--- src/rtl/imu_differentiator.sv ---
// imu_differentiator
//   Recovers acceleration from successive velocity samples: a(k) = (v(k) - v(k-1)) / dt.
//   All data words are signed Q(WP-FRAC).FRAC. The division is restoring and bit-serial,
//   WP+FRAC+1 cycles per result. The first sample after reset only primes v_prev.
//
// Ports
//   clk        clock, rising edge
//   rst_n      asynchronous active-low reset
//   in_valid   sample valid
//   in_ready   block can accept a sample (registered, high only in IDLE)
//   v_in       velocity v(k)
//   dt         sample interval
//   out_valid  result valid (registered, high only in DONE)
//   out_ready  consumer accepts result
//   a_out      acceleration
//   out_sat    result was clamped (constant 0 unless IMU_DIFF_SAT_EN)
//   out_err    dt <= 0, a_out forced to 0
//
// Build option
//   IMU_DIFF_SAT_EN  defined: clamp out-of-range quotients and flag out_sat.
//                    undefined: keep the low WP bits of the quotient (wrap).

module imu_differentiator #(
   parameter int unsigned WP   = 32,
   parameter int unsigned FRAC = 16
) (
   input  logic          clk,
   input  logic          rst_n,
   input  logic          in_valid,
   output logic          in_ready,
   input  logic [WP-1:0] v_in,
   input  logic [WP-1:0] dt,
   output logic          out_valid,
   input  logic          out_ready,
   output logic [WP-1:0] a_out,
   output logic          out_sat,
   output logic          out_err
);

   localparam int unsigned N  = WP + FRAC + 1;
   localparam int unsigned CW = $clog2(N);

   typedef enum logic [1:0] {StIdle, StPrep, StDiv, StDone} state_e;

   state_e        state_q, state_d;
   logic          primed_q, primed_d;
   logic [WP-1:0] v_prev_q, v_prev_d;
   logic [WP-1:0] v_cur_q, v_cur_d;
   logic [WP-1:0] dt_q, dt_d;
   // Dividend bits leave at the top while quotient bits enter at the bottom.
   logic [N-1:0]  dq_q, dq_d;
   // Remainder stays below dt (< 2^(WP-1)), so WP bits are plenty.
   logic [WP-1:0] rem_q, rem_d;
   logic [CW-1:0] cnt_q, cnt_d;
   logic          neg_q, neg_d;
   logic [WP-1:0] a_q, a_d;
   logic          err_q, err_d;
`ifdef IMU_DIFF_SAT_EN
   logic          sat_q, sat_d;
   localparam logic [N-1:0] LimPos = {{(N-WP+1){1'b0}}, {(WP-1){1'b1}}};
   localparam logic [N-1:0] LimNeg = LimPos + N'(1);
   logic          fits;
`endif

   // Difference at WP+1 bits cannot overflow.
   logic [WP:0]   dv;
   logic [WP:0]   dv_mag;
   logic          dt_nonpos;
   logic [WP:0]   rem_sh;
   logic [WP:0]   rem_sub;
   logic          ge;
   logic [N-1:0]  dq_nx;
   logic [WP-1:0] q_wrap;
   logic          last_iter;

   always_comb begin
      dv        = {v_cur_q[WP-1], v_cur_q} - {v_prev_q[WP-1], v_prev_q};
      dv_mag    = dv[WP] ? (~dv + (WP+1)'(1)) : dv;
      dt_nonpos = dt_q[WP-1] || (dt_q == '0);
      rem_sh    = {rem_q, dq_q[N-1]};
      rem_sub   = rem_sh - {1'b0, dt_q};
      ge        = (rem_sh >= {1'b0, dt_q});
      dq_nx     = {dq_q[N-2:0], ge};
      // Low WP bits of the negated magnitude equal the low bits of the signed quotient.
      q_wrap    = neg_q ? (~dq_nx[WP-1:0] + WP'(1)) : dq_nx[WP-1:0];
      last_iter = (cnt_q == CW'(N - 1));
`ifdef IMU_DIFF_SAT_EN
      fits      = neg_q ? (dq_nx <= LimNeg) : (dq_nx <= LimPos);
`endif
   end

   always_comb begin
      state_d  = state_q;
      primed_d = primed_q;
      v_prev_d = v_prev_q;
      v_cur_d  = v_cur_q;
      dt_d     = dt_q;
      dq_d     = dq_q;
      rem_d    = rem_q;
      cnt_d    = cnt_q;
      neg_d    = neg_q;
      a_d      = a_q;
      err_d    = err_q;
`ifdef IMU_DIFF_SAT_EN
      sat_d    = sat_q;
`endif
      unique case (state_q)
         StIdle: begin
            if (in_valid) begin
               if (!primed_q) begin
                  v_prev_d = v_in;
                  primed_d = 1'b1;
               end else begin
                  v_cur_d = v_in;
                  dt_d    = dt;
                  state_d = StPrep;
               end
            end
         end
         StPrep: begin
            v_prev_d = v_cur_q;
            if (dt_nonpos) begin
               a_d     = '0;
               err_d   = 1'b1;
`ifdef IMU_DIFF_SAT_EN
               sat_d   = 1'b0;
`endif
               state_d = StDone;
            end else begin
               dq_d    = {dv_mag, {FRAC{1'b0}}};
               rem_d   = '0;
               neg_d   = dv[WP];
               cnt_d   = '0;
               state_d = StDiv;
            end
         end
         StDiv: begin
            dq_d  = dq_nx;
            rem_d = WP'(ge ? rem_sub : rem_sh);
            cnt_d = cnt_q + CW'(1);
            if (last_iter) begin
`ifdef IMU_DIFF_SAT_EN
               if (fits) begin
                  a_d   = q_wrap;
                  sat_d = 1'b0;
               end else begin
                  a_d   = neg_q ? {1'b1, {(WP-1){1'b0}}} : {1'b0, {(WP-1){1'b1}}};
                  sat_d = 1'b1;
               end
`else
               a_d = q_wrap;
`endif
               err_d   = 1'b0;
               state_d = StDone;
            end
         end
         StDone: begin
            if (out_ready) begin
               err_d   = 1'b0;
`ifdef IMU_DIFF_SAT_EN
               sat_d   = 1'b0;
`endif
               state_d = StIdle;
            end
         end
         default: state_d = StIdle;
      endcase
   end

   always_ff @(posedge clk or negedge rst_n) begin
      if (!rst_n) begin
         state_q  <= StIdle;
         primed_q <= 1'b0;
         v_prev_q <= '0;
         v_cur_q  <= '0;
         dt_q     <= '0;
         dq_q     <= '0;
         rem_q    <= '0;
         cnt_q    <= '0;
         neg_q    <= 1'b0;
         a_q      <= '0;
         err_q    <= 1'b0;
`ifdef IMU_DIFF_SAT_EN
         sat_q    <= 1'b0;
`endif
      end else begin
         state_q  <= state_d;
         primed_q <= primed_d;
         v_prev_q <= v_prev_d;
         v_cur_q  <= v_cur_d;
         dt_q     <= dt_d;
         dq_q     <= dq_d;
         rem_q    <= rem_d;
         cnt_q    <= cnt_d;
         neg_q    <= neg_d;
         a_q      <= a_d;
         err_q    <= err_d;
`ifdef IMU_DIFF_SAT_EN
         sat_q    <= sat_d;
`endif
      end
   end

   assign in_ready  = (state_q == StIdle);
   assign out_valid = (state_q == StDone);
   assign a_out     = a_q;
   assign out_err   = err_q;
`ifdef IMU_DIFF_SAT_EN
   assign out_sat   = sat_q;
`else
   assign out_sat   = 1'b0;
`endif

endmodule

--- config.mk ---
export PLATFORM = sky130hd
export DESIGN_NAME = imu_differentiator
export DESIGN_NICKNAME = d
export VERILOG_FILES = /design/src/rtl/imu_differentiator.sv
export SDC_FILE = /design/constraint.sdc
export NUM_CORES = 1
export LEC_CHECK = 0
export CORE_MARGIN = 3
export CORE_UTILIZATION = 40
export CTS_CLUSTER_SIZE = 28
export DETAILED_ROUTE_END_ITERATION = 7
export SLEW_MARGIN = 25
export SYNTH_ARGS = -nofsm -noshare
export SYNTH_HDL_FRONTEND = slang
export SYNTH_SLANG_ARGS = --single-unit
--- constraint.sdc ---
create_clock -name clk -period 4.96 [get_ports clk]
set_clock_uncertainty 0.2 [all_clocks]
set_input_delay 0.744 -clock clk [delete_from_list [all_inputs] [get_ports clk]]
set_output_delay 0.744 -clock clk [all_outputs]
set_load 0.02 [all_outputs]
Word level (Yosys, flattened, before mapping)
Cells that the tools add are included.
{ "word_totals": {"register_bits": 220, "output_inout_bits": 36, "input_bits": 68} }
{ "op_classes": {"mux": 25, "n_lt_le_gt_ge": 1, "add_sub_neg": 5, "bitwise": 3, "n_eq_ne": 11, "reduce_logical": 14} }
{ "ops": {"columns": ["cell", "n"], "rows": [
  ["$mux W32", 7],
  ["$pmux W32 S2", 3],
  ["$pmux W49 S2", 1],
  ["$mux W49", 1],
  ["$add A33 B1 Y33 const B", 1],
  ["$ge A33 B32 Y1", 1],
  ["$mux W33", 1],
  ["$not A33 Y33", 1],
  ["$sub A32 B32 Y33", 1],
  ["$add A32 B1 Y32 const B", 1],
  ["$logic_not A32 Y1", 1],
  ["$not A32 Y32", 1],
  ["$sub A32 B32 Y32", 1],
  ["$pmux W6 S2", 1],
  ["$ne A2 B2 Y1 const B", 5],
  ["$reduce_and A3 Y1", 3],
  ["$mux W2", 4],
  ["$pmux W2 S4", 1],
  ["$reduce_and A4 Y1", 2],
  ["$add A6 B1 Y6 const B", 1],
  ["$eq A6 B6 Y1 const B", 1],
  ["$mux W6", 1],
  ["$reduce_and A2 Y1", 3],
  ["$eq A2 B2 Y1 const B", 2],
  ["other kinds (9)", 14]
]} }

Longest topological paths before layout
Gate-level depths: netlist (run 1).
{ "depth": {"ltp_word": 6, "depth_mapped": 20, "mapped_depth_nobuf": 17} }

Worst setup path after synthesis (run 1)
No wires, ideal clock.
{ "synth_path": {"path_kind": "reg2reg", "start": "register dt_q[1]", "end": "register a_q[26], in the netlist a_out[26]", "stages_incl_launch_ff": 21, "path_slack_ps": 168, "setup_time_ps": 135, "t_arrival_ps": 4457, "cell_sequence": "dfrtp_1 inv_1 ha_1 nor2b_1 o31a_1 o21a_1 o21ai_0 a31oi_1 a311o_1 a21oi_1 clkbuf_1 buf_1 ha_1 nand2_1 or2_2 clkbuf_1 nand2b_1 nand2b_1 o21ai_0 xor2_1 o31ai_1"} }
{ "synth_between": {"elab_chain_len": 6, "elab_cells_between_ends": 10, "cone_classes": "1 x add/sub; 1 x order compare; 1 x eq/ne; 3 x mux; 1 x bitwise; 3 x reduce/logical"} }
{ "synth_rtl": {"columns": ["element", "line", "source"], "rows": [
  ["start: declaration", "49", "logic [WP-1:0] dt_q, dt_d;"],
  ["start signal: assignment", "191", "dt_q <= dt_d;"],
  ["$ge A33 B32 Y1", "82", "ge = (rem_sh >= {1'b0, dt_q});"],
  ["$not A32 Y32", "85", "q_wrap = neg_q ? (~dq_nx[WP-1:0] + WP'(1)) : dq_nx[WP-1:0];"],
  ["$add A32 B1 Y32", "85", null],
  ["$mux W32", "85", null],
  ["$mux W32", "141", "if (last_iter) begin"],
  ["$pmux W32 S2", "107", "unique case (state_q)"],
  ["end signal: assignment", "181", "a_q <= '0;"],
  ["end signal: assignment", "196", "a_q <= a_d;"],
  ["end: declaration", "56", "logic [WP-1:0] a_q, a_d;"]
]} }
Several ways; a longest one is shown, not always the timed one. The select of a mux whose other input is x is not followed.
A chain may end at the register's enable or synchronous reset.

Worst setup path after layout (run 1)
{ "layout_path": {"start": "register dt_q[1]", "end": "register a_q[30], in the netlist a_out[30]"} }
The elaborated chain is that of the path after synthesis.

==> results.sh, run 1 <==
export IMPL_vias=11500
export IMPL_clock_root_buffer="clkbuf_16"
export IMPL_muxShareOfSynthArea=0.0784
export IMPL_synth_area_leaders="dfrtp_1, o21ai_0, ha_1, mux2_2, nand2_1"
export IMPL_hp_class="register to register"
export IMPL_placed_cells=2071
export IMPL_status="completed"
export IMPL_period_needed_ps=4350
export IMPL_synthSimpleGateAreaFrac=0.146
export IMPL_cp_top_family="compound AO/OA/AOI/OAI gates"
export IMPL_tightest_slew_ps=1010
export IMPL_maxSlewViolCount=0
export IMPL_cp_common_cell="o21ai_0"
export IMPL_synth_compound_area_frac=0.207
export IMPL_synth_area_per_cell_sq_um=9.00
export IMPL_multi_input_area_sq_um=8080
export IMPL_peakVddDrop_mv=0.264
export IMPL_synthXorXnorAreaFrac=0.0686
export IMPL_fp_row_count=68
export IMPL_hold_slack_ps=275
export IMPL_synth_common_cells="dfrtp_1, o21ai_0, nand2_1"
export IMPL_die_area_sq_um=37700
export IMPL_synth_top_area_cell="dfrtp_1"
export IMPL_final_cells=2119
export IMPL_ff_latch_area_sq_um=5510
export IMPL_netlist_instances=1576
export IMPL_drtAntennaViolNets=0
export IMPL_r2r_cells=17
export IMPL_cp_depth=17
export IMPL_yosysMostFrequentCell="dfrtp_1"
export IMPL_placed_cell_area_sq_um=15700
export IMPL_leakagePower_nw=7.33
export IMPL_die_w_um=194
export IMPL_wl_met2_um=14700
export IMPL_path_cells="inv_1, ha_1, nor2b_1, o31a_1, o21a_1, o21ai_0, a31oi_1, a311o_1, a21oi_4, ha_1, nand2_1, or2_2, nand2b_1, nand2b_1, o21ai_0, xor2_1, o21ai_0"
export IMPL_maxCapViolCount=0
export IMPL_final_area_sq_um=16600
export IMPL_ys_seq_area_frac=0.388
export IMPL_wl_per_cell_um=16.3
export IMPL_tns_ps=0
export IMPL_clock_latency_ps=550
export IMPL_async_flop_share=1.00
export IMPL_whs_path_depth=2
export IMPL_cts_tree="built"
export IMPL_slowest_delay_ps=430
export IMPL_synth_cell_types=75
export IMPL_cts_made_buffers=26
export IMPL_drc=0
export IMPL_ioPinCount=104
export IMPL_cp_start_kind="register"
export IMPL_synth_fa_ha_area_frac=0.0663
export IMPL_synth_edf_count=0
export IMPL_drt_total_wl_um=34600
export IMPL_grt_use_total=0.180
export IMPL_synth_top_family_by_area="compound AO/OA/AOI/OAI gates"
export IMPL_relSlewSlack=0.328
export IMPL_viasPerCell=5.42
export IMPL_period_share=0.876
export IMPL_dr_pass1_iters=5
export IMPL_num_antenna_cells=0
export IMPL_drt_iter0_markers=621
export IMPL_top_layer="met4"
export IMPL_m1WireLength_um=17800
export IMPL_cp_arrival_ps=4530
export IMPL_place_congestion=0.893
export IMPL_start_util=0.409
export IMPL_cts_setup_buffers=0
export IMPL_die_y_um=194
export IMPL_numClockSinks=220
export IMPL_nNetsFinal=1787
export IMPL_port_buffers=102
export IMPL_synth_top_area_share=0.388
export IMPL_ys_ff_latch=220
export IMPL_grt_pass1_wl_um=58000
export IMPL_drive_gt1_frac=0.0907
export IMPL_synth_ff_type="dfrtp_1"
export IMPL_cp_max_fo=7
export IMPL_dp_hpwl_um=25100
export IMPL_antenna_found_initial=0
export IMPL_core_sq_um=34700
export IMPL_crit_type="register to register"
export IMPL_grt_pass1_vias=11200
export IMPL_synth_fp_nets=1718
export IMPL_yosys_warnings=0
export IMPL_grt_overflow=0
export IMPL_clk_pin_slew_ps=60
export IMPL_fill_cells=3394
export IMPL_rsz0062_at_grt="false"
export IMPL_h_tree_depth=1
export IMPL_cts_buffer_depth=3
export IMPL_grt_max_degree=97
export IMPL_fmax_mhz=230
export IMPL_pwr_density_cell_nw_per_um2=245
export IMPL_endpoint_kind="register"
export IMPL_areaGrowthSynthToFinish_pct=16.9
export IMPL_hold_viol_final=0
export IMPL_syn_area_sq_um=14200
export IMPL_wl_met3_um=1330
export IMPL_cp_required_ps=5140
export IMPL_worst_path_buf_inv=1
export IMPL_setup_viol=0
export IMPL_crit_slowest_cell="a311o_1"
[metal layers]
metal,GRT usage,up-vias
li1,-,5769
met1,0.273,5488
met2,0.276,185
met3,0.0201,49
met4,0.0441,0
met5,0,-
[cell usage in the layout (no fill, tap or decap), drive strengths merged, types with 30 or more instances in the layout]
cell type and n:
dfrtp 220, nand2 166, mux2 65, xor2 67, o21ai 188, ha 72
mux2i 38, nor2 99, a21oi 95, inv 95, clkbuf 37, clkdlybuf4s50 101
o31ai 30, xnor2 44
[registers in the layout (all words and copies together) (netlist names)]
signal,cells
a_out,32
cnt_q,6
dq_q,49
dt_q,32
neg_q,1
out_err,1
primed_q,1
rem_q,32
state_q,2
v_cur_q,32
v_prev_q,32
[final timing paths]
kind	startpoint	end	slack (ps)
min reg2reg	a_out[23]	a_out[23]	280
min in group asynchronous	rst_n	dt_q[27]	550
max	dt_q[1]	a_out[30]	610
max reg2reg	dt_q[1]	a_out[30]	610
min	a_out[23]	a_out[23]	280
max in group asynchronous	rst_n	v_cur_q[16]	2870
[through the flow]
stage	power (mW)	worst slack, ps	utilization
floorplan	1.99	168	-
global placement	2.13	760	0.451
detailed placement	2.13	675	0.451
CTS	4.13	636	0.477
global route	4.23	257	0.477
finish	4.06	614	0.477
[worst min-delay path, delay by kind of cell, from the launching register on]
kind	cells	cell delay [ps]
AO/OA/AOI/OAI	1	50
flip-flops	1	340
AND/OR/NAND/NOR	1	50
[where the power goes]
group / switching (mW) / total, mW / internal (mW)
sequential: 0.00661 / 1.82 / 1.81
clock: 0.767 / 1.96 / 1.20
combinational: 0.164 / 0.284 / 0.120
[layout make-up]
type / count / share of cell area
clock inverter: 10 / 0.00725
sequential: 220 / 0.332
inverter: 95 / 0.0215
timing repair buffer: 116 / 0.0699
clock buffer: 37 / 0.0472
multi-input combinational: 1186 / 0.488
tap: 455 / 0.0343
[logic make-up after synthesis]
logic type / after synthesis
compound gates: 468
xor+xnor: 111
fa+ha+maj: 74
buf+inv: 170
flops: 220
mux: 103
other cells: 1
simple gates: 429
[timing repair]
action / in CTS / in global routing
hold buffers: 1 / 0
endpoints found under the hold margin: 26 / 0
gates resized for setup: 0 / 0
Power figures use the tool's default switching activity.
==> run 2, diff against run 1 <==
==> constraint.sdc (replaced) <==
create_clock -name clk -period 4.4 [get_ports clk]
set_clock_uncertainty 0.2 [all_clocks]
set_input_delay 0.66 -clock clk [delete_from_list [all_inputs] [get_ports clk]]
set_output_delay 0.66 -clock clk [all_outputs]
set_load 0.02 [all_outputs]
==> run 2 against run 1 <==
Die area unchanged; combinational power increased by 15%; power grew 10%; sequential power grew 13%; critical path type unchanged; fmax rose by 4.9%; core utilization rose by 0.058 points; sequential share of layout area hardly changed; non-clock buffer count grew 5; worst setup slack got worse by 360 ps; critical path depth unchanged; clock power increased by 8%.
==> results.sh, run 2 (synthesis gave the netlist of run 1 again) <==
export IMPL_vias=11600
export IMPL_drt_iter0_markers=661
export IMPL_nNetsFinal=1793
export IMPL_pwr_share_clk=0.471
export IMPL_regToRegSetupSlack_ps=260
export IMPL_h_tree_depth=1
export IMPL_grt_overflow=0
export IMPL_p_sw_mw=1.10
export IMPL_timing_final_ws_setup_ps=258
export IMPL_port_buffers=102
export IMPL_cp_required_ps=4650
export IMPL_top_register="dq_q"
export IMPL_crit_type="register to register"
export IMPL_numClockSinks=220
export IMPL_most_common_layout_cells="dfrtp_1, o21ai_0, nand2_1"
export IMPL_cts_buffer_depth=3
export IMPL_fp_row_count=68
export IMPL_antenna_found_initial=0
export IMPL_netSwitchingFraction=0.244
export IMPL_core_sq_um=34700
export IMPL_cts_tree="built"
export IMPL_maxSlewViolCount=0
export IMPL_worst_path_buf_inv=1
export IMPL_finish_utilization=0.478
export IMPL_endpoint_kind="register"
export IMPL_clk_pin_slew_ps=60
export IMPL_cp_max_fo=7
export IMPL_pwr_share_seq=0.456
export IMPL_period_share=0.941
export IMPL_tightest_slew_ps=954
export IMPL_status="completed"
export IMPL_path_cells="inv_1, ha_1, nor2b_1, o31a_1, o21a_1, o21ai_2, a31oi_2, a311o_1, a21oi_4, ha_1, nand2_1, or2_2, nand2b_1, nand2b_1, o21ai_0, xor2_1, o31ai_1"
export IMPL_cts_setup_buffers=0
export IMPL_hold_viol_final=0
export IMPL_maxCapViolCount=0
export IMPL_drc=0
export IMPL_hp_class="register to register"
export IMPL_dr_pass1_iters=6
export IMPL_slowest_delay_ps=410
export IMPL_leakagePower_nw=7.33
export IMPL_num_antenna_cells=0
export IMPL_grt_max_degree=89
export IMPL_clock_root_buffer="clkbuf_16"
export IMPL_place_congestion=0.869
export IMPL_grt_pass1_vias=11300
export IMPL_drive_gt1_frac=0.0971
export IMPL_setup_viol=0
export IMPL_clock_latency_ps=550
export IMPL_relSlewSlack=0.364
export IMPL_rsz0062_at_grt="false"
export IMPL_crit_slowest_cell="a311o_1"
export IMPL_die_area_sq_um=37700
export IMPL_areaGrowthSynthToFinish_pct=17.0
export IMPL_die_y_um=194
export IMPL_pwr_density_cell_nw_per_um2=271
export IMPL_ioPinCount=104
export IMPL_grt_pass1_wl_um=58800
export IMPL_drt_total_wl_um=35400
export IMPL_period_needed_ps=4140
export IMPL_drtAntennaViolNets=0
export IMPL_viasPerCell=5.45
export IMPL_cp_top_family="compound AO/OA/AOI/OAI gates"
export IMPL_tns_ps=0
export IMPL_largest_register_ffs=49
export IMPL_cts_made_buffers=27
export IMPL_cp_arrival_ps=4390
export IMPL_place_ws_ps=146
export IMPL_cp_start_kind="register"
export IMPL_fmax_mhz=241
export IMPL_wl_per_cell_um=16.7
export IMPL_start_util=0.409
export IMPL_dp_hpwl_um=25500
export IMPL_grt_use_total=0.184
export IMPL_p_comb_frac=0.073
export IMPL_die_w_um=194
export IMPL_final_common_cell="dfrtp_1"
export IMPL_p_int_mw=3.39
export IMPL_peakVddDrop_mv=0.284
run 2: cell count changes in the layout (fill, tap and decap cells not counted), sizes merged:
cell	change
buf	+5
bufinv	-1
clkbuf	-2
clkinv	+2
clkinvlp	-1
inv	+2
run 2: worst paths after layout:
check                           from           to  depth (start not counted)
max                          dt_q[1]    a_out[28]                         17
min                        a_out[23]    a_out[23]                          2
max reg2reg                  dt_q[1]    a_out[28]                         17
min reg2reg                a_out[23]    a_out[23]                          2
max in group asynchronous      rst_n  v_cur_q[15]                          3
min in group asynchronous      rst_n     dt_q[27]                          2
run 2: stage by stage:
| step | instance area [sq um] | total power, mW | instances | hold slack (ps) |
|---|---|---|---|---|
| 2_1_floorplan | 14200 | 2.24 | 1576 | 164 |
| 3_3_place_gp | 15700 | 2.40 | 2076 | 261 |
| 3_5_place_dp | 15700 | 2.41 | 2076 | 267 |
| 4_1_cts | 16500 | 4.54 | 2124 | 280 |
| 5_1_grt | 16600 | 4.67 | 2124 | 294 |
| 6_report | 16600 | 4.49 | 2124 | 272 |
run 2: final cells by class:
cell class	instances	area [sq um]
well taps	455	569
fillers	3374	18100
clock inverters	12	101
multi-input cells	1186	8150
clock buffers	35	726
repair buffers	121	1190
flip-flops and latches	220	5510
inverters	95	357
run 2: routing by layer:
layer  wire length (um)  share of wire  track usage  up-vias
met4                624          0.018       0.0410        0
met1              18000           0.51        0.277     5512
met2              15200           0.43        0.284      229
li1                   -              -            -     5784
met3               1580          0.045       0.0253       43
met5                  0              0            0        -
run 2: repair_timing:
| action | CTS | global route |
|---|---|---|
| endpoints found under the setup margin | 0 | 25 |
| gates resized for setup | 0 | 16 |
| hold endpoints to repair | 57 | 0 |
| hold buffers | 1 | 0 |
run 2: tightest hold or removal path, cell delays in order (launching register included):
cell and delay [ps]:
dfrtp_1 340, nand2_1 50, o31ai_1 50
run 2: power groups by stage:
stage | registers, mW | logic, mW | clock network [mW]
after floorplan | 2.08 | 0.161 | 0
after global placement | 2.08 | 0.321 | 0
after detailed placement | 2.08 | 0.325 | 0
after CTS | 2.05 | 0.327 | 2.17
after global routing | 2.05 | 0.365 | 2.26
final | 2.05 | 0.327 | 2.12
==> run 3, diff against run 2 <==
--- a/config.mk
+++ b/config.mk
@@ -6,9 +6,10 @@
 export NUM_CORES = 1
 export LEC_CHECK = 0
 export CORE_MARGIN = 3
-export CORE_UTILIZATION = 40
+export CORE_UTILIZATION = 60
 export CTS_CLUSTER_SIZE = 28
 export DETAILED_ROUTE_END_ITERATION = 7
+export PLACE_DENSITY = 0.81
 export SLEW_MARGIN = 25
 export SYNTH_ARGS = -nofsm -noshare
 export SYNTH_HDL_FRONTEND = slang
==> run 3 against run 2 <==
Final cell count decreased by 6.9%; critical path type unchanged; largest cell class unchanged; hold slack improved by 2.5 ps; cell area decreased by 1.3%.
==> results.sh, run 3 (synthesis gave the netlist of run 1 again) <==
export IMPL_leakagePower_nw=7.33
export IMPL_grt_max_degree=99
export IMPL_hp_start="a_out[28]"
export IMPL_hold_path_end="a_out[28]"
export IMPL_crit_slowest_cell="a311o_1"
export IMPL_die_y_um=160
export IMPL_slowest_delay_ps=410
export IMPL_final_cells=1978
export IMPL_cp_start_kind="register"
export IMPL_h_tree_depth=1
export IMPL_dr_pass1_iters=6
export IMPL_nNetsFinal=1791
export IMPL_tightest_slew_ps=969
export IMPL_fmax_mhz=242
export IMPL_crit_type="register to register"
export IMPL_most_common_layout_cells="dfrtp_1, o21ai_0, nand2_1"
export IMPL_pwr_density_cell_nw_per_um2=267
export IMPL_maxCapViolCount=0
export IMPL_ioPinCount=104
export IMPL_placed_cells=1933
export IMPL_period_share=0.938
export IMPL_drc=0
export IMPL_grt_pass1_vias=11100
export IMPL_hp_class="register to register"
export IMPL_numClockSinks=220
export IMPL_path_cells="inv_1, ha_1, a21o_1, a21o_1, a21o_1, a31oi_2, a31oi_2, a311o_1, a21oi_4, ha_1, nand2_1, or2_2, nand2b_1, nand2b_4, o21ai_1, xor2_1, o31ai_1"
export IMPL_cp_required_ps=4620
export IMPL_cts_buffer_depth=3
export IMPL_top_register="dq_q"
export IMPL_clock_root_buffer="clkbuf_16"
export IMPL_p_comb_frac=0.074
export IMPL_cts_made_buffers=24
export IMPL_p_int_mw=3.37
export IMPL_cp_top_family="compound AO/OA/AOI/OAI gates"
export IMPL_r2r_end="a_out[26]"
export IMPL_timing_final_ws_setup_ps=274
export IMPL_grt_overflow=0
export IMPL_port_buffers=102
export IMPL_r2r_cells=17
export IMPL_areaGrowthSynthToFinish_pct=15.6
export IMPL_place_ws_ps=200
export IMPL_drt_iter0_markers=1073
export IMPL_wl_per_cell_um=16.8
export IMPL_netSwitchingFraction=0.231
export IMPL_endpoint_kind="register"
export IMPL_status="completed"
export IMPL_worstReg2RegStart="dt_q[10]"
export IMPL_final_common_cell="dfrtp_1"
export IMPL_die_area_sq_um=25500
export IMPL_drt_total_wl_um=33300
export IMPL_die_w_um=160
export IMPL_grt_pass1_wl_um=55500
export IMPL_num_antenna_cells=0
export IMPL_cp_max_fo=7
export IMPL_whs_path_depth=2
export IMPL_place_congestion=0.948
export IMPL_dp_hpwl_um=24000
export IMPL_pwr_share_clk=0.458
export IMPL_fp_row_count=55
export IMPL_startpoint="dt_q[10]"
export IMPL_p_sw_mw=1.01
export IMPL_worst_path_buf_inv=1
export IMPL_largest_register_ffs=49
export IMPL_antenna_found_initial=0
export IMPL_period_needed_ps=4130
export IMPL_drive_gt1_frac=0.0967
export IMPL_regToRegSetupSlack_ps=270
export IMPL_core_sq_um=22900
export IMPL_cp_common_cell="a21o_1"
export IMPL_drtAntennaViolNets=0
export IMPL_grt_use_total=0.257
export IMPL_cts_tree="built"
export IMPL_rsz0062_at_grt="true"
export IMPL_hold_viol_final=0
export IMPL_vias=11900
export IMPL_clk_pin_slew_ps=60
export IMPL_maxSlewViolCount=0
export IMPL_peakVddDrop_mv=0.295
export IMPL_viasPerCell=6.00
export IMPL_start_util=0.619
export IMPL_clock_latency_ps=530
export IMPL_relSlewSlack=0.354
export IMPL_cp_arrival_ps=4350
export IMPL_pwr_share_seq=0.468
export IMPL_setup_viol=0
[run 3: cell count changes in the layout (fill, tap and decap cells not counted), moves of 2 or more]
| cell | before | now |
|---|---|---|
| clkbuf_8 | 2 | 6 |
| o21ai_0 | 179 | 176 |
| clkbuf_1 | 6 | 3 |
| o21ai_1 | 7 | 10 |
| clkbuf_16 | 27 | 25 |
[run 3: worst max-delay path by stage]
stage	endpoint	slack, ps	depth (start not counted)
after floorplan	a_out[26]	40	20
final	a_out[26]	270	17
after detailed placement	a_out[29]	200	14
after CTS	a_out[29]	190	14
after global routing	a_out[28]	-50	17
after global placement	a_out[27]	330	14
[run 3: final cells by class]
class,instances,area (sq um)
multi-input cells,1186,8150
fillers,1758,6530
flip-flops and latches,220,5510
repair buffers,122,1190
clock buffers,34,719
well taps,313,392
inverters,95,357
clock inverters,8,68.8
[run 3: metal layers]
| layer | vias up | global-route usage | share of wire |
|---|---|---|---|
| li1 | 5769 | - | - |
| met1 | 5692 | 0.396 | 0.49 |
| met2 | 364 | 0.388 | 0.43 |
| met3 | 34 | 0.0332 | 0.064 |
| met4 | 0 | 0.0589 | 0.014 |
| met5 | - | 0 | 0 |
[run 3: power by group through the flow]
stage,Sequential (mW),Clock (mW),Combinational (mW)
floorplan,2.08,0,0.161
global placement,2.08,0,0.311
detailed placement,2.08,0,0.318
CTS,2.05,2.04,0.321
global route,2.05,2.12,0.359
finish,2.05,2.01,0.323
[run 3: repair_timing]
action | 4_1_cts | 5_1_grt
buffers inserted | 0 | 2
gates resized for setup | 0 | 19
hold buffers | 1 | 0
hold endpoints to repair | 15 | 0
setup endpoints to repair | 0 | 26
[run 3: metrics by stage]
step / util / hold WS, ps / cell area, sq um / power (mW) / TNS, ps
2_1_floorplan: - / 164 / 14200 / 2.24 / 0
3_3_place_gp: 0.676 / 260 / 15500 / 2.39 / 0
6_report: 0.715 / 275 / 16400 / 4.38 / 0
4_1_cts: 0.711 / 278 / 16300 / 4.41 / 0
3_5_place_dp: 0.676 / 265 / 15500 / 2.40 / 0
5_1_grt: 0.715 / 295 / 16400 / 4.53 / -45.7
[run 3: worst min-delay path, stage by stage (launching register included)]
cell and delay (ps):
dfrtp_1 340, nand2_1 50, o31ai_1 50
